## src/rtl/div_iter_unit.sv

```systemverilog
// Iterative radix-2 restoring divider for the EX stage: 32-bit DIV/DIVU, 33-cycle stall, {HI,LO} result.
// The result is held until EX advances; annul aborts the operation without producing a result.
module div_iter_unit (
  input  logic        clk,
  input  logic        rst,
  input  logic        start,
  input  logic        signed_div,
  input  logic [31:0] a,
  input  logic [31:0] b,
  input  logic        annul,
  input  logic        accept,
  output logic        stall_div,
  output logic        ready,
  output logic [63:0] result
);
  typedef enum logic [1:0] {IDLE, BUSY, DONE} state_t;

  state_t      state_q, state_d;
  logic [4:0]  cnt_q, cnt_d;
  logic [31:0] rem_q, rem_d, quo_q, quo_d, dvs_q, dvs_d, a_q, a_d;
  logic        sdiv_q, sdiv_d, sa_q, sa_d, sb_q, sb_d, bz_q, bz_d;
  logic        ready_q, ready_d;
  logic [63:0] result_q, result_d;

  logic [31:0] a_mag, b_mag, r_step, q_step, q_fin, r_fin;
  logic [32:0] shifted;
  logic        take;

  // A magnitude never exceeds 2^31, so 32 bits hold it exactly (0x80000000 negates to itself).
  assign a_mag = (signed_div && a[31]) ? 32'd0 - a : a;
  assign b_mag = (signed_div && b[31]) ? 32'd0 - b : b;

  assign shifted = {rem_q, quo_q[31]};
  assign take    = (shifted >= {1'b0, dvs_q});
  assign r_step  = take ? (shifted[31:0] - dvs_q) : shifted[31:0];
  assign q_step  = {quo_q[30:0], take};

  assign q_fin = bz_q ? 32'hFFFF_FFFF :
                 (sdiv_q && (sa_q ^ sb_q)) ? 32'd0 - q_step : q_step;
  assign r_fin = bz_q ? a_q :
                 (sdiv_q && sa_q) ? 32'd0 - r_step : r_step;

  assign stall_div = !rst && (((state_q == IDLE) && start && !annul) || (state_q == BUSY));
  assign ready     = ready_q;
  assign result    = result_q;

  always_comb begin
    state_d  = state_q;
    cnt_d    = cnt_q;
    rem_d    = rem_q;
    quo_d    = quo_q;
    dvs_d    = dvs_q;
    a_d      = a_q;
    sdiv_d   = sdiv_q;
    sa_d     = sa_q;
    sb_d     = sb_q;
    bz_d     = bz_q;
    ready_d  = ready_q;
    result_d = result_q;
    case (state_q)
      IDLE: if (start && !annul) begin
        state_d = BUSY;
        cnt_d   = 5'd0;
        rem_d   = 32'd0;
        quo_d   = a_mag;
        dvs_d   = b_mag;
        a_d     = a;
        sdiv_d  = signed_div;
        sa_d    = a[31];
        sb_d    = b[31];
        bz_d    = (b == 32'd0);
      end
      BUSY: begin
        rem_d = r_step;
        quo_d = q_step;
        cnt_d = cnt_q + 5'd1;
        if (cnt_q == 5'd31) begin
          result_d = {r_fin, q_fin};
          ready_d  = 1'b1;
          state_d  = DONE;
        end
      end
      DONE: if (accept) begin
        state_d = IDLE;
        ready_d = 1'b0;
      end
      default: state_d = IDLE;
    endcase
    // Flush wins over everything; a result being finished this cycle is dropped.
    if (annul) begin
      state_d  = IDLE;
      ready_d  = 1'b0;
      result_d = result_q;
    end
  end

  always_ff @(posedge clk) begin
    if (rst) begin
      state_q  <= IDLE;
      cnt_q    <= 5'd0;
      rem_q    <= 32'd0;
      quo_q    <= 32'd0;
      dvs_q    <= 32'd0;
      a_q      <= 32'd0;
      sdiv_q   <= 1'b0;
      sa_q     <= 1'b0;
      sb_q     <= 1'b0;
      bz_q     <= 1'b0;
      ready_q  <= 1'b0;
      result_q <= 64'd0;
    end else begin
      state_q  <= state_d;
      cnt_q    <= cnt_d;
      rem_q    <= rem_d;
      quo_q    <= quo_d;
      dvs_q    <= dvs_d;
      a_q      <= a_d;
      sdiv_q   <= sdiv_d;
      sa_q     <= sa_d;
      sb_q     <= sb_d;
      bz_q     <= bz_d;
      ready_q  <= ready_d;
      result_q <= result_d;
    end
  end
endmodule
```

## config.mk

```make
export PLATFORM = sky130hd
export DESIGN_NAME = div_iter_unit
export DESIGN_NICKNAME = d
export VERILOG_FILES = /design/src/rtl/div_iter_unit.sv
export SDC_FILE = /design/constraint.sdc
export NUM_CORES = 1
export LEC_CHECK = 0
export ABC_AREA = 1
export CORE_UTILIZATION = 55
export CTS_CLUSTER_DIAMETER = 120
export DETAILED_ROUTE_END_ITERATION = 10
export PLACE_DENSITY = 0.77
export SLEW_MARGIN = 20
export SYNTH_ARGS = -nofsm -noshare
export SYNTH_HDL_FRONTEND = slang
export SYNTH_SLANG_ARGS = --single-unit
export TNS_END_PERCENT = 5
```

## constraint.sdc

```tcl
create_clock -name clk -period 10.1 [get_ports clk]
set_clock_uncertainty 0.05 [all_clocks]
set_input_delay 2.02 -clock clk [delete_from_list [all_inputs] [get_ports clk]]
set_output_delay 2.02 -clock clk [all_outputs]
set_load 0.005 [all_outputs]
```

==> impl_metrics.csv <==
group,metric,value,unit
outcome,status,"complete, no violations",
timing,whs,0.405,ns
clocking,ctsHtreeMaxLevel,1,
timing,period_needed,6.14,ns
pwr,power.density,138,nW/µm²
cells_and_area,multi_input_area,8270,µm²
logic_synthesis,ys.flop_type,"dfxtp_1",
pwr,p_leak,7.64,nW
worst_hold_path,hold_depth,2,
detailed_routing,routed_wl,46100,µm
die,core_area,25000,µm²
critical_path,critPathMaxFanout,57,
cells_and_area,areaGrowthSynthToFinish,16.3,%
logic_synthesis,synthArstFlopShare,0,
global_route,grt.overflow.total,0,
clocking,cts_hold_buf,0,
timing,setup_viol,0,
timing,hold_viol_final,0,
timing,relSlewSlack,0.268,
logic_synthesis,synthesis.area,14000,µm²
logic_synthesis,ys_seq_elements,203,
cells_and_area,seqCellArea,4060,µm²
critical_path,critPathKind,"primary input to output pin",
placement,gp_congestion,0.972,
global_route,grt_pass1_vias,13600,
logic_synthesis,syn_inst,2249,
die,chipHeight,161,µm
logic_synthesis,avgSynthCellArea,6.22,µm²
logic_synthesis,syn-num-nets,2358,
die,design.die.area,26100,µm²
worst_hold_path,hp-start,"a_q[11]",
detailed_routing,num_vias,15000,
cells_and_area,drive_above_1_share,0.0673,
critical_path,path_delay_family,"buffers and inverters",
placement,portBuffers,135,
timing,clock.fmax,0.163,GHz
critical_path,cp.arrival,4.07,ns
die,io_pins,136,
critical_path,reg2reg_from,"dvs_q[24]",
cells_and_area,fin_nets,2440,
global_route,antenna_found_initial,2,
clocking,insertion_delay,0.53,ns
timing,worst_slew_pin_slew,1.10,ns
global_route,groute.usage.overall,0.351,
worst_hold_path,hold_class,"register to register",
critical_path,end_kind,"output pin",
placement,dp_hpwl,34700,µm
clocking,clock_path_buffers,3,
critical_path,r2r_cells,27,
timing,period_share,0.607,
cells_and_area,stdcell_count,2679,
timing,final_max_slew_viol_count,0,
detailed_routing,antenna_left,0,
logic_synthesis,synth_cell_type_count,52,
worst_hold_path,hold_end,"a_q[11]",
global_route,grt_pass1_wl,72600,µm
critical_path,slowest_delay,0.52,ns
clocking,post_cts_resized,0,
critical_path,cp.required,8.03,ns
critical_path,critPathMostFrequentCell,"clkdlybuf4s50_1",
critical_path,crit_buf_inv,4,
cells_and_area,layout_commonest_cell,"nand2_1",
detailed_routing,wire_per_inst,17.2,µm
flow_run,maxCapViolCount,0,
die,fp-row-count,58,
logic_synthesis,yosysSeqAreaShare,0.290,
pwr,peakVddDrop,0.118,mV
clocking,cts_buffers,24,
die,start_util,0.559,
placement,dp.cells,2635,
critical_path,r2r_end,"result[30]",
detailed_routing,drc,0,
clocking,cts_tree,"done",
detailed_routing,via_per_inst,5.59,
clocking,clkTransAtPathRegs,0.06,ns
logic_synthesis,synth_edf_count,0,
detailed_routing,dr.pass1.iters,7,
critical_path,cp_slowest_cell,"clkdlybuf4s50_1",
cells_and_area,most-common-layout-cells,"nand2_1 (587), inv_1 (320), nor2_1 (216)",
clocking,cts.sinks,203,
timing,fin_setup_tns,0,ns
timing,setup_slack,3.96,ns
critical_path,cp_cell_sequence,"clkdlybuf4s50_1 -> inv_1 -> nand3_4 -> inv_2 -> nor2_4 -> nor2_1 -> clkdlybuf4s50_1",
clocking,postCtsSetupRepairBufs,0,
timing,grt_setup_unrepaired,"no",
cells_and_area,antenna_cells,0,
clocking,root_buffer,"clkbuf_16",
die,die_w,161,µm
detailed_routing,drt_iter0_markers,1490,
critical_path,startpoint_type,"primary input",
placement,dp_slack,4.01,ns
global_route,grt_max_degree,97,
logic_synthesis,ys_warn_count,0,
cells_and_area,fillCellCount,2364,
critical_path,rrSetupSlack,4.68,ns
## registers in the layout, summed over array words and instances, names as in the netlist
signal	count
a_q	32
bz_q	1
rem_q	32
result	64
dvs_q	32
cnt_q	5
sdiv_q	1
state_q	2
ready	1
quo_q	32
sb_q	1
## cells in the mapped netlist, types with 13 or more instances
cell	n	area [µm²]
a21oi_1	182	911
a31oi_1	16	100
clkbuf_1	74	278
dfxtp_1	203	4060
ha_1	38	475
inv_1	322	1210
nand2_1	587	2200
nand2_2	34	213
nand3_1	117	586
nand4_1	24	150
nor2_1	219	822
nor2_2	15	93.8
nor3_1	32	160
o21ai_0	128	641
o21ai_1	14	70.1
o221ai_1	32	280
o22ai_1	13	81.3
xnor2_1	19	166
xor2_1	57	499
## tightest hold or removal path, stage by stage (launching register included)
cell,delay [ns]
dfxtp_1,0.30
inv_1,0.06
a21oi_1,0.05
## power by group
part | internal [mW] | switching [mW]
Combinational | 0.164 | 0.347
Sequential | 0.828 | 0.0188
Clock | 0.521 | 0.363
Total | 1.51 | 0.729
## kinds of logic (layout without fill, tap and decap cells)
logic type | count (synthesis) | count (layout) | share of synthesized area
and+or+nand+nor | 1074 | 1074 | 0.332
xor gates and xnor gates | 76 | 76 | 0.0476
AOI/OAI and AO/OA | 427 | 427 | 0.174
DFF | 203 | 203 | 0.290
buffers and inverters | 430 | 530 | 0.121
adders and majority gates | 39 | 39 | 0.0354
## final cells by class
type,instances,share of cell area
Clock inverter,15,0.00953
Clock buffer,29,0.0405
Timing Repair Buffer,147,0.0884
Multi-Input combinational cell,1616,0.508
Inverter,339,0.0783
Tap cell,330,0.0254
Sequential cell,203,0.250
## through the flow
stage / power (mW) / util / area [µm²]
floorplan: 1.21 / - / 14000
global placement: 1.36 / 0.617 / 15500
detailed placement: 1.36 / 0.617 / 15500
CTS: 2.24 / 0.650 / 16300
global route: 2.34 / 0.650 / 16300
finish: 2.24 / 0.650 / 16300
## worst max-delay path by stage
stage                      from         to  slack [ns]  depth (start not counted)
final                     annul  stall_div        3.96                          7
after global routing      annul  stall_div        3.86                          7
after CTS                 annul  stall_div        3.98                          7
after detailed placement  annul  stall_div        4.01                          7
after global placement    annul  stall_div        4.00                          7
after floorplan           annul  stall_div        4.94                          6
## routing by layer
layer	up-vias	GRT usage	part of all wire
met5	-	0	0.0010
met4	4	0.104	0.030
met3	96	0.0326	0.078
met2	611	0.560	0.44
met1	6849	0.500	0.45
li1	7411	-	-
No activity file was read; power rests on OpenSTA's default activity.
